### src/rtl/seq_mult_param.sv
// Parametrised sequential shift-add multiplier, one multiplier bit per cycle, unsigned or two's-complement.
// Optional build macro SEQ_MULT_EARLY_EXIT_EN: finish as soon as the remaining multiplier bits are all zero.
module seq_mult_param #(
    parameter int unsigned WIDTH = 16,
    parameter int unsigned CNT_W = 5
) (
    input  logic                 clk,
    input  logic                 rst_n,
    input  logic                 start,
    input  logic                 tc,
    input  logic [WIDTH-1:0]     ain,
    input  logic [WIDTH-1:0]     bin,
    output logic                 ready,
    output logic                 busy,
    output logic                 done,
    output logic [2*WIDTH-1:0]   yout
);

    typedef enum logic [1:0] {IDLE, CALC, DONE} state_t;

    state_t               state_q;
    logic [2*WIDTH-1:0]   mcand_q;
    logic [2*WIDTH-1:0]   acc_q;
    logic [2*WIDTH-1:0]   yout_q;
    logic [WIDTH-1:0]     mplier_q;
    logic [CNT_W-1:0]     cnt_q;
    logic                 sign_q;
    logic                 ready_q;
    logic                 busy_q;
    logic                 done_q;

    logic [WIDTH-1:0]     amag_d;
    logic [WIDTH-1:0]     bmag_d;
    logic [2*WIDTH-1:0]   sum_d;
    logic [2*WIDTH-1:0]   result_d;
    logic                 last_d;

    // Magnitude of the most negative value wraps to 2^(WIDTH-1), which is still correct unsigned.
    always_comb begin
        amag_d   = (tc && ain[WIDTH-1]) ? (~ain + 1'b1) : ain;
        bmag_d   = (tc && bin[WIDTH-1]) ? (~bin + 1'b1) : bin;
        sum_d    = acc_q + (mplier_q[0] ? mcand_q : '0);
        result_d = sign_q ? (~sum_d + 1'b1) : sum_d;
`ifdef SEQ_MULT_EARLY_EXIT_EN
        last_d   = (cnt_q == CNT_W'(WIDTH-1)) || ((mplier_q >> 1) == '0);
`else
        last_d   = (cnt_q == CNT_W'(WIDTH-1));
`endif
    end

    always_ff @(posedge clk or negedge rst_n) begin
        if (!rst_n) begin
            state_q  <= IDLE;
            mcand_q  <= '0;
            acc_q    <= '0;
            yout_q   <= '0;
            mplier_q <= '0;
            cnt_q    <= '0;
            sign_q   <= 1'b0;
            ready_q  <= 1'b1;
            busy_q   <= 1'b0;
            done_q   <= 1'b0;
        end else begin
            case (state_q)
                IDLE: begin
                    if (start) begin
                        mcand_q  <= {{WIDTH{1'b0}}, amag_d};
                        mplier_q <= bmag_d;
                        sign_q   <= tc & (ain[WIDTH-1] ^ bin[WIDTH-1]);
                        acc_q    <= '0;
                        cnt_q    <= '0;
                        state_q  <= CALC;
                        ready_q  <= 1'b0;
                        busy_q   <= 1'b1;
                    end
                end
                CALC: begin
                    acc_q    <= sum_d;
                    mcand_q  <= mcand_q << 1;
                    mplier_q <= mplier_q >> 1;
                    cnt_q    <= cnt_q + 1'b1;
                    if (last_d) begin
                        yout_q  <= result_d;
                        state_q <= DONE;
                        done_q  <= 1'b1;
                    end
                end
                DONE: begin
                    done_q  <= 1'b0;
                    state_q <= IDLE;
                    ready_q <= 1'b1;
                    busy_q  <= 1'b0;
                end
                default: begin
                    state_q <= IDLE;
                    done_q  <= 1'b0;
                    ready_q <= 1'b1;
                    busy_q  <= 1'b0;
                end
            endcase
        end
    end

    assign ready = ready_q;
    assign busy  = busy_q;
    assign done  = done_q;
    assign yout  = yout_q;

endmodule

### config.mk
export PLATFORM = sky130hd
export DESIGN_NAME = seq_mult_param
export DESIGN_NICKNAME = d
export VERILOG_FILES = /design/src/rtl/seq_mult_param.sv
export SDC_FILE = /design/constraint.sdc
export NUM_CORES = 1
export LEC_CHECK = 0
export ABC_AREA = 1
export CAP_MARGIN = 30
export CORE_UTILIZATION = 64
export DETAILED_ROUTE_END_ITERATION = 8
export HOLD_SLACK_MARGIN = 0.12
export PLACE_DENSITY = 0.9
export SYNTH_ARGS = -nofsm -noshare
export SYNTH_HDL_FRONTEND = slang
export SYNTH_SLANG_ARGS = --single-unit
### constraint.sdc
create_clock -name clk -period 4.6 [get_ports clk]
set_input_delay 0.92 -clock clk [delete_from_list [all_inputs] [get_ports clk]]
set_output_delay 0.92 -clock clk [all_outputs]
set_load 0.02 [all_outputs]
==> results.sh <==
export IMPL_antenna_left=0
export IMPL_power_switching_share_pct=50.51
export IMPL_core_area_sq_um=13450
export IMPL_peakVddDrop_v=0.0006147
export IMPL_drive_gt1_share_pct=7.348
export IMPL_clk_pin_slew_ns=0.06
export IMPL_regArea_sq_um=3079
export IMPL_num_io_pins=71
export IMPL_timing_final_ws_setup_ns=0.7621
export IMPL_dpl_hpwl_microns=18290
export IMPL_cts_sinks=123
export IMPL_pwr_share_comb_pct=57.5
export IMPL_placed_area_sq_um=9803
export IMPL_pwr_share_seq_pct=25.1
export IMPL_postCtsSetupRepairBufs=0
export IMPL_max_freq_mhz=260.6
export IMPL_dieArea_sq_um=14450
export IMPL_synthCells=1354
export IMPL_rsz0062_at_grt="false"
export IMPL_path_class="flip-flop to flip-flop"
export IMPL_min_period_over_period_pct=83.43
export IMPL_cp_end_kind="flip-flop"
export IMPL_avgSynthCellArea_sq_um=6.604
export IMPL_initial_core_util_pct=66.47
export IMPL_multiInputGateArea_sq_um=4873
export IMPL_n_antenna_cell=0
export IMPL_p_leak_nw=5.625
export IMPL_place_ws_ns=1.069
export IMPL_place_gp_congestion=0.9573
export IMPL_antenna_found_initial=0
export IMPL_slew_headroom_pct=24.81
export IMPL_synth_seq_area_share_pct=34.43
export IMPL_cts_resized=0
export IMPL_power_switching_mw=3.937
export IMPL_vias=9245
export IMPL_crit_path_start_kind="flip-flop"
export IMPL_drv_cap=0
export IMPL_nets=1489
export IMPL_hold_viol=0
export IMPL_worst_path_max_fanout=33
export IMPL_cts_path_max_buffers=2
export IMPL_portBuffers=70
export IMPL_final_setup_skew_ns=0.01316
export IMPL_synth_nets=1427
export IMPL_fillers=967
export IMPL_grt_total_usage_pct=37.06
export IMPL_p_clk_share_pct=17.4
export IMPL_wirelength_microns=25500
export IMPL_cts_inserted_buffers=17
export IMPL_finalPower_mw=7.793
export IMPL_hold_path_class="input port to async pin"
export IMPL_htree_levels=4
export IMPL_min_period_ns=3.838
export IMPL_cp_arrival_ns=4.14
export IMPL_yosys_warnings=0
export IMPL_syn_to_final_growth_pct=16.23
export IMPL_first_pass_iters=9
export IMPL_synth_cell_type_count=41
export IMPL_synth_seq_cells=123
export IMPL_drc=0
export IMPL_overflow=0
export IMPL_p_int_mw=3.857
export IMPL_tightest_slew_ns=1.128
export IMPL_die_height_microns=120.2
export IMPL_grt_max_degree=69
export IMPL_powerDensity_nw_per_um2=749.8
export IMPL_drt_iter0_markers=963
export IMPL_netlist_area_sq_um=8942
export IMPL_die_w_microns=120.2
export IMPL_grt_pass1_wl_microns=41810
export IMPL_cts_tree="built"
export IMPL_setup_violations=0
export IMPL_rows=42
export IMPL_wl_per_cell_microns=15.89
export IMPL_fin_setup_tns_ns=0
export IMPL_maxSlewViolCount=0
export IMPL_hold_buffers=0
export IMPL_clock_latency_ns=0.43
export IMPL_stdcell_area_sq_um=10390
export IMPL_status="finished clean"
export IMPL_grt_pass1_vias=8705
export IMPL_crit_required_ns=4.90
export IMPL_viasPerCell=5.760
export IMPL_root_buffer="clkbuf_16"
## cell type report
type,instances,area share [%]
clock buffers,17,4.093
clock inverters,15,1.589
inverters,229,8.270
multi-input cells,968,46.89
flip-flops and latches,123,29.63
well taps,176,2.119
repair buffers,77,7.415
## routing by layer
layer	global-route usage, %	share of wire, %	vias up
li1	-	-	4384
met1	50.20	41	4297
met2	58.73	46	508
met3	7.642	10	56
met4	13.67	2.4	0
met5	0	0	-
## cells in the final DEF (no fill, tap or decap), drive strengths merged, types with 11 or more instances in the layout
cell type	instances
nand2	505
inv	233
dfrtp	122
o21ai	103
nor2	91
nand3	71
clkdlybuf4s50	69
ha	36
a22oi	30
a21oi	30
xor2	21
o22ai	18
clkbuf	17
nand4	15
xnor2	11
## path summary, 6_finish.rpt
path / end / slack [ns] / start / cells past startpoint
worst min-delay path: mplier_q[2]$_DFFE_PN0P_ / 0.36 / rst_n / 1
max in group asynchronous: ready$_DFFE_PN1P_ / 3.62 / rst_n / 2
worst max register to register: yout[27]$_DFFE_PN0P_ / 0.76 / mplier_q[0]$_DFFE_PN0P_ / 16
worst min register to register: yout[21]$_DFFE_PN0P_ / 0.49 / yout[21]$_DFFE_PN0P_ / 2
worst max-delay path: yout[27]$_DFFE_PN0P_ / 0.76 / mplier_q[0]$_DFFE_PN0P_ / 16
min in group clk: yout[21]$_DFFE_PN0P_ / 0.49 / yout[21]$_DFFE_PN0P_ / 2
## worst max-delay path, cell delays in order (launching register included)
cell	delay (ns)
dfrtp_1	1.04
nand2_1	0.15
inv_1	0.12
ha_1	0.25
fa_1	0.45
inv_1	0.12
nand2_1	0.08
nor2_1	0.19
nand3_2	0.14
nor2_1	0.23
nand4_2	0.19
nor2_4	0.19
nand3_2	0.10
nand2_2	0.11
nand3_1	0.12
nand3_1	0.13
nand2_1	0.09
## power groups by stage
stage	Sequential, mW	Combinational, mW	Clock, mW
after floorplan	1.93	3.06	0
after global placement	1.92	4.14	0
after detailed placement	1.93	4.27	0
after CTS	1.93	4.37	1.35
after global routing	2.00	4.94	1.40
final	1.95	4.48	1.36
## registers in the layout, summed over array words and instances, names as in the netlist
signal and cells:
acc_q 32, busy 1, cnt_q 5, done 1, mcand_q 32, mplier_q 16, ready 1, sign_q 1
state_q 2, yout 32
## synth_stat cells
master	n	area, sq um
nand3_2	8	80.08
o21ai_0	99	495.5
and2_1	4	25.02
fa_1	1	20.02
nor2_1	76	285.3
o22ai_1	18	112.6
nand2_2	23	143.9
a22o_1	2	17.52
or2_2	1	6.260
nand3b_2	1	11.26
clkinv_1	1	3.750
clkbuf_1	27	101.4
nand2_1	482	1809
nor2_2	10	62.56
nor4_1	1	6.260
o31ai_1	3	22.52
inv_1	217	814.5
dfstp_2	1	26.28
a22oi_1	30	225.2
nor2_4	5	56.30
xor2_1	21	183.9
xnor2_1	10	87.58
a2bb2oi_1	1	8.760
buf_1	3	11.26
buf_2	2	10.01
ha_1	36	450.4
a31oi_1	3	18.77
buf_4	2	15.01
dfrtp_1	122	3053
nand4_1	14	87.58
a21oi_1	29	145.1
o41ai_1	1	8.760
a21oi_2	1	8.760
nand3_1	63	315.3
nand3b_1	9	67.56
xnor2_2	1	16.27
inv_2	11	41.29
nor3_1	9	45.04
nand4_2	1	12.51
nor3_2	1	10.01
o21ai_1	4	20.02
## through the flow
step / util (%) / hold WS, ns / instances
detailed placement: 72.87 / 0.4698 / 1573
global placement: 72.67 / 0.4627 / 1572
finish: 77.26 / 0.3565 / 1605
global route: 77.26 / 0.3659 / 1605
CTS: 77.26 / 0.3584 / 1605
floorplan: - / 0.4534 / 1354
## cells by family after synthesis
kind of cell | Yosys count | share of synthesized area, %
buffers and inverters | 263 | 11.15
adder cells (fa/ha/maj) | 37 | 5.261
AND/OR/NAND/NOR | 708 | 33.82
XOR/XNOR | 32 | 3.218
flip-flops | 123 | 34.43
AO/OA/AOI/OAI | 191 | 12.12
No activity file was read; power rests on OpenSTA's default activity.
